===== src/rtl/ahb_sram_slv_if_p.sv =====
// AHB-Lite slave front-end for a banked single-port synchronous SRAM.
// Writes are pipelined into the data phase; a read landing on a write data phase costs one wait.
module ahb_sram_slv_if_p #(
  parameter int unsigned DW      = 32,
  parameter int unsigned NBANK   = 2,
  parameter int unsigned BANK_AW = 13
) (
  input  logic                    hclk,
  input  logic                    hrst_n,
  input  logic                    hsel,
  input  logic                    hready,
  input  logic [1:0]              htrans,
  input  logic [2:0]              hburst,
  input  logic [2:0]              hsize,
  input  logic                    hwrite,
  input  logic [31:0]             haddr,
  input  logic [DW-1:0]           hwdata,
  output logic [DW-1:0]           hrdata,
  output logic                    hready_out,
  output logic [1:0]              hresp,
  output logic [BANK_AW-1:0]      sram_addr,
  output logic [DW-1:0]           sram_wdata,
  output logic                    sram_wen,
  output logic [NBANK*DW/8-1:0]   sram_csn,
  input  logic [NBANK*DW-1:0]     sram_rdata
);

  localparam int unsigned NL  = DW / 8;
  localparam int unsigned OB  = $clog2(NL);
  localparam int unsigned BB  = (NBANK > 1) ? $clog2(NBANK) : 0;
  localparam int unsigned BBW = (BB > 0) ? BB : 1;

  typedef enum logic [2:0] {StIdle, StWrData, StRdPend, StErr1, StErr2} state_e;

  state_e             state_q, state_d;
  logic               rd_valid_q, rd_valid_d;
  logic [BANK_AW-1:0] addr_q, addr_d;
  logic [BBW-1:0]     bank_q, bank_d;
  logic [NL-1:0]      mask_q, mask_d;

  logic               xfer;
  logic               a_illegal;
  logic [31:0]        a_off;
  logic [BANK_AW-1:0] a_addr;
  logic [BBW-1:0]     a_bank;
  logic [NL-1:0]      a_mask;
  logic               rd_now;
  logic [NL-1:0]      csn_mask;
  logic [BBW-1:0]     csn_bank;

  // Burst type and upper address bits are deliberately ignored (per-beat decode, aliasing).
  logic unused_in;
  assign unused_in = ^{hburst, htrans[0], haddr};

  assign xfer   = hsel & hready & htrans[1];
  assign a_addr = haddr[OB +: BANK_AW];
  assign a_off  = 32'(haddr[OB-1:0]);

  if (NBANK > 1) begin : g_bank
    assign a_bank = haddr[OB+BANK_AW +: BBW];
  end else begin : g_nobank
    assign a_bank = '0;
  end

  always_comb begin
    a_illegal = 32'(hsize) > OB;
    a_mask    = '0;
    for (int unsigned i = 0; i < OB; i++) begin
      if (haddr[i] && (i < 32'(hsize))) a_illegal = 1'b1;
    end
    for (int unsigned i = 0; i < NL; i++) begin
      if (32'(hsize) >= OB) begin
        a_mask[i] = 1'b1;
      end else if ((i >= a_off) && (i < a_off + (32'd1 << hsize))) begin
        a_mask[i] = 1'b1;
      end
    end
  end

  always_comb begin
    state_d    = StIdle;
    rd_valid_d = 1'b0;
    addr_d     = addr_q;
    bank_d     = bank_q;
    mask_d     = mask_q;
    rd_now     = 1'b0;
    case (state_q)
      StErr1:   state_d = StErr2;
      StRdPend: rd_valid_d = 1'b1;
      default: begin
        if (xfer) begin
          if (a_illegal) begin
            state_d = StErr1;
          end else begin
            addr_d = a_addr;
            bank_d = a_bank;
            mask_d = a_mask;
            if (hwrite) begin
              state_d = StWrData;
            end else if (state_q == StWrData) begin
              // Port is busy with the write data phase; replay the read next cycle.
              state_d = StRdPend;
            end else begin
              rd_now     = 1'b1;
              rd_valid_d = 1'b1;
            end
          end
        end
      end
    endcase
  end

  always_ff @(posedge hclk or negedge hrst_n) begin
    if (!hrst_n) begin
      state_q    <= StIdle;
      rd_valid_q <= 1'b0;
      addr_q     <= '0;
      bank_q     <= '0;
      mask_q     <= '0;
    end else begin
      state_q    <= state_d;
      rd_valid_q <= rd_valid_d;
      addr_q     <= addr_d;
      bank_q     <= bank_d;
      mask_q     <= mask_d;
    end
  end

  always_comb begin
    sram_wen   = 1'b1;
    sram_addr  = a_addr;
    sram_wdata = hwdata;
    csn_mask   = '0;
    csn_bank   = a_bank;
    if (state_q == StWrData) begin
      sram_wen  = 1'b0;
      sram_addr = addr_q;
      csn_mask  = mask_q;
      csn_bank  = bank_q;
    end else if (state_q == StRdPend) begin
      sram_addr = addr_q;
      csn_mask  = mask_q;
      csn_bank  = bank_q;
    end else if (rd_now) begin
      csn_mask  = a_mask;
    end
    sram_csn = '1;
    for (int unsigned b = 0; b < NBANK; b++) begin
      if (32'(csn_bank) == b) sram_csn[b*NL +: NL] = ~csn_mask;
    end
  end

  always_comb begin
    hrdata = '0;
    for (int unsigned b = 0; b < NBANK; b++) begin
      if (rd_valid_q && (32'(bank_q) == b)) hrdata = sram_rdata[b*DW +: DW];
    end
  end

  assign hready_out = !((state_q == StErr1) || (state_q == StRdPend));
  assign hresp      = ((state_q == StErr1) || (state_q == StErr2)) ? 2'b01 : 2'b00;

endmodule

===== config.mk =====
export PLATFORM = sky130hd
export DESIGN_NAME = ahb_sram_slv_if_p
export DESIGN_NICKNAME = d
export VERILOG_FILES = /design/src/rtl/ahb_sram_slv_if_p.sv
export SDC_FILE = /design/constraint.sdc
export NUM_CORES = 1
export LEC_CHECK = 0
export CAP_MARGIN = 20
export CORE_AREA = 4 4 91 93
export CTS_BUF_LIST = sky130_fd_sc_hd__clkbuf_8
export CTS_CLUSTER_DIAMETER = 200
export DETAILED_ROUTE_END_ITERATION = 8
export DIE_AREA = 0 0 95 97
export PLACE_DENSITY = 0.8
export SLEW_MARGIN = 25
export SYNTH_ARGS = -nofsm -noshare
export SYNTH_HDL_FRONTEND = slang
export SYNTH_SLANG_ARGS = --single-unit

===== constraint.sdc =====
create_clock -name hclk -period 3.75 [get_ports hclk]
set_clock_uncertainty 0.05 [all_clocks]
set_input_delay 1.125 -clock hclk [delete_from_list [all_inputs] [get_ports hclk]]
set_output_delay 1.125 -clock hclk [all_outputs]
set_load 0.02 [all_outputs]

==> metrics.cfg, run 1 <==
[timing]
max_slew.worst_pin.slew_ns=0.747
hold_viol=0
finalCritPeriodShare=1.11
finalSetupViolCount=6
min_period_ns=4.15
slew_headroom=0.502
rsz0062_at_grt=true
tns_ns=-1.62
final_critical_path_setup_slack_ns=-0.404
slew_viol_final=0
fmax_mhz=241

[setup_path]
cp_top_family=adder cells
cp.required_ns=2.57
crit_type=primary input to primary output
rr_worst_depth=6
slowest_delay_ns=0.45
start_kind=primary input
cp_slowest_cell=fa_2
r2r_slack_ns=1.83
crit_fanout=2
endpoint_kind=primary output
r2r_start=state_q[1]
crit_chain=buf_8 > nor3_4 > ha_2 > inv_2 > fa_2 > a21oi_2 > nor3_2 > nor4_2 > buf_4 > o21ai_2 > buf_6
worstReg2RegEnd=addr_q[3]
arrival_ns=2.98
cp.buffers_inverters=4

[layout]
nets=487
layout-drive-gt1-share=0.257
fill_cells=727
post-route-util=0.487
final_area_um2=3670
area_delta_synth_final_pct=71.2
stdcell_count=445
diodes=0

[grt]
grt_start_max_net_pins=33
track_usage=0.138
antenna_found_initial=0
first_global_vias=2117
overflow=0
grt_pass1_wl_um=10500

[clocking]
h-tree-depth=1
numCtsBuffers=3
clk_latency_ns=0.26
cts_hold_buffers=0
cts.path.max_buffers=2
root_buffer=clkbuf_8
path_clk_slew_ns=0.08
cts_tree=built
cts_sinks=22

[placement]
dp_hpwl_um=5580
portBuffers=144
placed_cell_area_um2=3520
placed_cells=437
gp_congestion=0.868

[synthesis]
synth_cell_types=39
syn_inst=218
synth_edf_count=0
yosysWarnings=0
syn_avg_cell_area_um2=9.83
netlist_area_um2=2140
synth_top_area_frac=0.257
syn_nets=361
synth-async-reset-ratio=1.00
synth.ff_latch_count=22
ys_top_cells_by_count=36 x buf_4, 33 x mux2i_1, 32 x nor2b_1, 23 x mux2_2, 22 x dfrtp_1
seq_area_frac_synth=0.257
synth_ff_type=dfrtp_1
synthTopCellsByArea=dfrtp_1 26%, mux2i_1 15%, buf_4 13%, mux2_2 12%, nor2b_1 9.3%
yosysMostFrequentCell=buf_4
synth_top_area_cell=dfrtp_1

[floorplanning]
initial_core_util=0.285
die_h_um=97
placementRows=32
die_area_um2=9220
core_area_um2=7530
num_io_pins=230
fp.dieW_um=95

[power]
p_per_area_nw_per_um2=280
comb_power_share=0.457
p_int_uw=723
swShare=0.297
ir_drop_v=0.000236
finalPower_uw=1030
switchingPower_uw=305
clkPwrFrac=0.213
seq_power_share=0.330
p_leak_uw=0.00151

[outcome]
status=finished with violations
violations=negative setup slack

[detailed_routing]
drc=0
via_per_inst=4.64
post_drt_wl_per_cell_um=15.4
wl_um=6840
drtIter0Drc=34
drt.antenna.violating_nets=0
first_pass_iters=4
num_vias=2063

[hold_path]
hold-path-endpoint=addr_q[7]
hold_depth=1
holdCritStartpoint=addr_q[7]
hold_path_class=register to register

[run]
cap_violations=0

-- worst reg2reg max path, delay by kind of cell (launching register included) --
kind | cells | cell delay, ns
buffers and inverters | 2 | 0.40
DFF | 1 | 0.46
and+or+nand+nor | 3 | 0.58
muxes | 1 | 0.31
-- registers in the layout (all words and copies together), names as in the netlist --
signal and flops:
mask_q 4, addr_q 13, rd_valid_q 1, bank_q 1, state_q 3
-- per-layer routing --
metal | vias to the layer above | GRT usage | share of wire
met5 | - | 0 | 0
met4 | 0 | 0.0133 | 0.0015
met3 | 2 | 0.0373 | 0.11
met2 | 116 | 0.255 | 0.52
met1 | 977 | 0.162 | 0.37
li1 | 968 | - | -
-- worst max path at each step --
stage	slack, ns	cells after the start	startpoint	end
after CTS	-0.41	11	hsize[2]	sram_csn[5]
after global routing	-0.51	11	hsize[2]	sram_csn[5]
final	-0.40	11	hsize[2]	sram_csn[5]
after global placement	-1.02	10	hsize[1]	sram_csn[6]
after floorplan	-0.06	8	hsize[0]	sram_csn[2]
after detailed placement	-1.11	10	hsize[1]	sram_csn[6]
-- cell families (layout without fill, tap and decap cells) --
| family | after synthesis | count (layout) | synth area share |
|---|---|---|---|
| AO/OA/AOI/OAI | 21 | 21 | 0.0607 |
| XOR/XNOR | 1 | 1 | 0.00409 |
| adder cells (fa/ha/maj) | 2 | 2 | 0.0152 |
| buffers and inverters | 49 | 174 | 0.165 |
| flip-flops | 22 | 22 | 0.257 |
| multiplexers | 63 | 63 | 0.324 |
| other | 1 | 1 | 0.00175 |
| AND/OR/NAND/NOR | 59 | 59 | 0.173 |
-- area by class of cell --
type                            count  area, µm²  area share
Timing Repair Buffer              165       1580       0.429
Multi-Input combinational cell    147       1320       0.361
Sequential cell                    22        552       0.150
Tap cell                          102        128      0.0348
Clock buffer                        3       41.3      0.0113
Clock inverter                      1       30.0     0.00819
Inverter                            5       18.8     0.00512
-- power by group through the flow --
stage	sequential [µW]	clock, µW	combinational, µW
after floorplan	313	0	344
after global placement	342	0	454
after detailed placement	346	0	465
after CTS	341	226	472
after global routing	349	235	507
final	340	219	470
-- metrics by stage --
step	hold WS [ns]	setup WS, ns
finish	0.458	-0.404
global route	0.479	-0.507
CTS	0.462	-0.408
detailed placement	0.441	-1.11
global placement	0.434	-1.02
floorplan	0.412	-0.0570
-- repair_timing --
action,in CTS,in global routing
setup buffers,3,1
gates resized for setup,66,12
setup endpoints to repair,8,21
pin swaps,10,4
-- placed cells by master (no fill, tap or decap), types with 2 or more instances in the layout --
master           count
buf_6                3
buf_2                3
mux2_2              23
nand2_2              2
inv_1                3
a21oi_1              2
dfrtp_1             21
o21ai_1              2
dlygate4sd2_1        2
mux2i_1             33
nor3_2               2
inv_2                2
o21ai_0              6
buf_4               23
nor2b_1             32
nor2_1               5
mux2_4               7
clkbuf_2             2
o21ai_2              2
o211ai_1             2
and3_1               5
clkbuf_8             3
clkdlybuf4s50_1    131
No activity file was read; power rests on OpenSTA's default activity.
==> run 2: changes to the inputs <==
--- a/config.mk
+++ b/config.mk
@@ -6,12 +6,12 @@
 export NUM_CORES = 1
 export LEC_CHECK = 0
 export CAP_MARGIN = 20
-export CORE_AREA = 4 4 91 93
+export CORE_AREA = 4 4 87 89
 export CTS_BUF_LIST = sky130_fd_sc_hd__clkbuf_8
 export CTS_CLUSTER_DIAMETER = 200
 export DETAILED_ROUTE_END_ITERATION = 8
-export DIE_AREA = 0 0 95 97
-export PLACE_DENSITY = 0.8
+export DIE_AREA = 0 0 91 93
+export PLACE_DENSITY = 0.87
 export SLEW_MARGIN = 25
 export SYNTH_ARGS = -nofsm -noshare
 export SYNTH_HDL_FRONTEND = slang
==> constraint.sdc (replaced) <==
create_clock -name hclk -period 5.4 [get_ports hclk]
set_clock_uncertainty 0.05 [all_clocks]
set_input_delay 1.62 -clock hclk [delete_from_list [all_inputs] [get_ports hclk]]
set_output_delay 1.62 -clock hclk [all_outputs]
set_load 0.02 [all_outputs]
==> metrics.cfg, run 2 (same netlist as run 1, synthesis figures left out) <==
[floorplanning]
die_area_um2=8460  ; -8.2%
placementRows=30  ; -6.3%
fp.dieW_um=91  ; -4.2%
core_area_um2=6760  ; -10%
initial_core_util=0.317  ; +0.0325
num_io_pins=230  ; unchanged
die_h_um=93  ; -4.1%

[placement]
dp_hpwl_um=5540  ; -0.63%
portBuffers=144  ; unchanged
pre_cts_slack_ns=-0.408  ; +0.702 ns
gp_congestion=0.895  ; +3.1%
placed_cells=406  ; -7.1%

[clocking]
h-tree-depth=1  ; unchanged
clk_latency_ns=0.26  ; about the same
cts.path.max_buffers=2  ; unchanged
cts_hold_buffers=0  ; unchanged
cts_sinks=22  ; unchanged
numCtsBuffers=3  ; unchanged
cts_tree=built
root_buffer=clkbuf_8
path_clk_slew_ns=0.07  ; about the same

[layout]
largest_reg_flops=13  ; unchanged
stdcell_count=411  ; -7.6%
fill_cells=605  ; -17%
diodes=0  ; unchanged
top_regs=addr_q (13), mask_q (4), state_q (3)
layout_commonest_cell=clkdlybuf4s50_1
layout-drive-gt1-share=0.181  ; -0.0753
largest_register=addr_q
mostFrequentLayoutCells=133 x clkdlybuf4s50_1, 33 x mux2i_1, 32 x nor2b_1
nets=475  ; -2.5%
area_delta_synth_final_pct=63.5

[detailed_routing]
post_drt_wl_per_cell_um=16.4  ; +6.5%
drt.antenna.violating_nets=0  ; unchanged
via_per_inst=4.79  ; +3.2%
drc=0  ; unchanged
wl_um=6730  ; -1.6%
num_vias=1967  ; -4.7%
first_pass_iters=4  ; unchanged
drtIter0Drc=31  ; -8.8%

[power]
p_int_uw=493  ; -32%
seq_power_share=0.365  ; +0.035
swShare=0.295  ; -0.00156
p_per_area_nw_per_um2=200  ; -29%
comb_power_share=0.421  ; -0.036
switchingPower_uw=206  ; -32%
p_leak_uw=0.00144  ; -4.6%
ir_drop_v=0.000152  ; -36%
clkPwrFrac=0.214  ; about the same

[setup_path]
crit_type=primary input to primary output
endpoint_kind=primary output
cp.required_ns=3.73  ; +1.16 ns
crit_fanout=6  ; +4
arrival_ns=3.64  ; +0.66 ns
rr_worst_depth=4  ; -2
start_kind=primary input

[timing]
whs_ns=0.459  ; +0.00121 ns
max_slew.worst_pin.slew_ns=0.979  ; +0.232 ns
hold_viol=0  ; unchanged
slew_viol_final=0  ; unchanged
min_period_ns=5.31
rsz0062_at_grt=false
finalSetupViolCount=0  ; -6
fmax_mhz=188
slew_headroom=0.347  ; -0.155
final_critical_path_setup_slack_ns=0.0905  ; +0.494 ns
finalCritPeriodShare=0.983

[grt]
antenna_found_initial=0  ; unchanged
track_usage=0.144  ; +0.00557
first_global_vias=2034  ; -3.9%
grt_start_max_net_pins=36  ; +9.1%
overflow=0  ; unchanged
grt_pass1_wl_um=10100  ; -3.7%

[run]
cap_violations=0  ; unchanged

[hold_path]
hold_path_class=register to register
hold_depth=1  ; unchanged

[outcome]
status=completed

## run 2: what timing repair did
| action | 4_1_cts | 5_1_grt |
|---|---|---|
| buffers inserted | 1 | 0 |
| endpoints found under the setup margin | 6 | 7 |
| pin swaps | 5 | 5 |
| gates resized for setup | 22 | 11 |
## run 2: layer usage
layer,GRT usage,part of all wire,wire (µm),up-vias
li1,-,-,-,940
met1,0.167,0.40,2670,907
met2,0.277,0.53,3540,116
met3,0.0306,0.074,496,4
met4,0.0188,0.0028,19,0
met5,0,0,0,-
## run 2: through the flow
step	area (µm²)	total power, µW	util	TNS, ns
2_1_floorplan	2140	456	-	0
3_3_place_gp	3410	545	0.505	-2.03
3_5_place_dp	3410	555	0.505	-2.14
4_1_cts	3500	706	0.519	-0.0491
5_1_grt	3500	738	0.519	0
6_report	3500	699	0.519	0
## run 2: worst max-delay path, cell delays in order
cell	delay, ns
clkdlybuf4s50_1	0.44
buf_4	0.16
nor3_2	0.19
o21bai_2	0.16
nor4_2	0.35
o21ai_0	0.14
clkdlybuf4s50_1	0.58
## run 2: final cells by class
class,count,area (µm²),area share
Timing Repair Buffer,153,1480,0.423
Multi-Input combinational cell,147,1280,0.365
Sequential cell,22,552,0.157
Tap cell,80,100,0.0286
Clock buffer,3,41.3,0.0118
Clock inverter,1,30.0,0.00857
Inverter,5,18.8,0.00536
## run 2: final timing paths
kind | from | to | slack (ns)
min | addr_q[6] | addr_q[6] | 0.46
max in group asynchronous | hrst_n | bank_q | 3.68
min in group asynchronous | hrst_n | mask_q[2] | 1.27
min reg2reg | addr_q[6] | addr_q[6] | 0.46
max | haddr[1] | sram_csn[0] | 0.09
max reg2reg | state_q[2] | addr_q[10] | 3.26
## run 2: power by group through the flow
stage | Clock [µW] | Sequential, µW | Combinational [µW]
6_report | 150 | 255 | 294
2_1_floorplan | 0 | 217 | 239
3_5_place_dp | 0 | 259 | 296
3_3_place_gp | 0 | 254 | 290
5_1_grt | 162 | 260 | 315
4_1_cts | 154 | 256 | 297
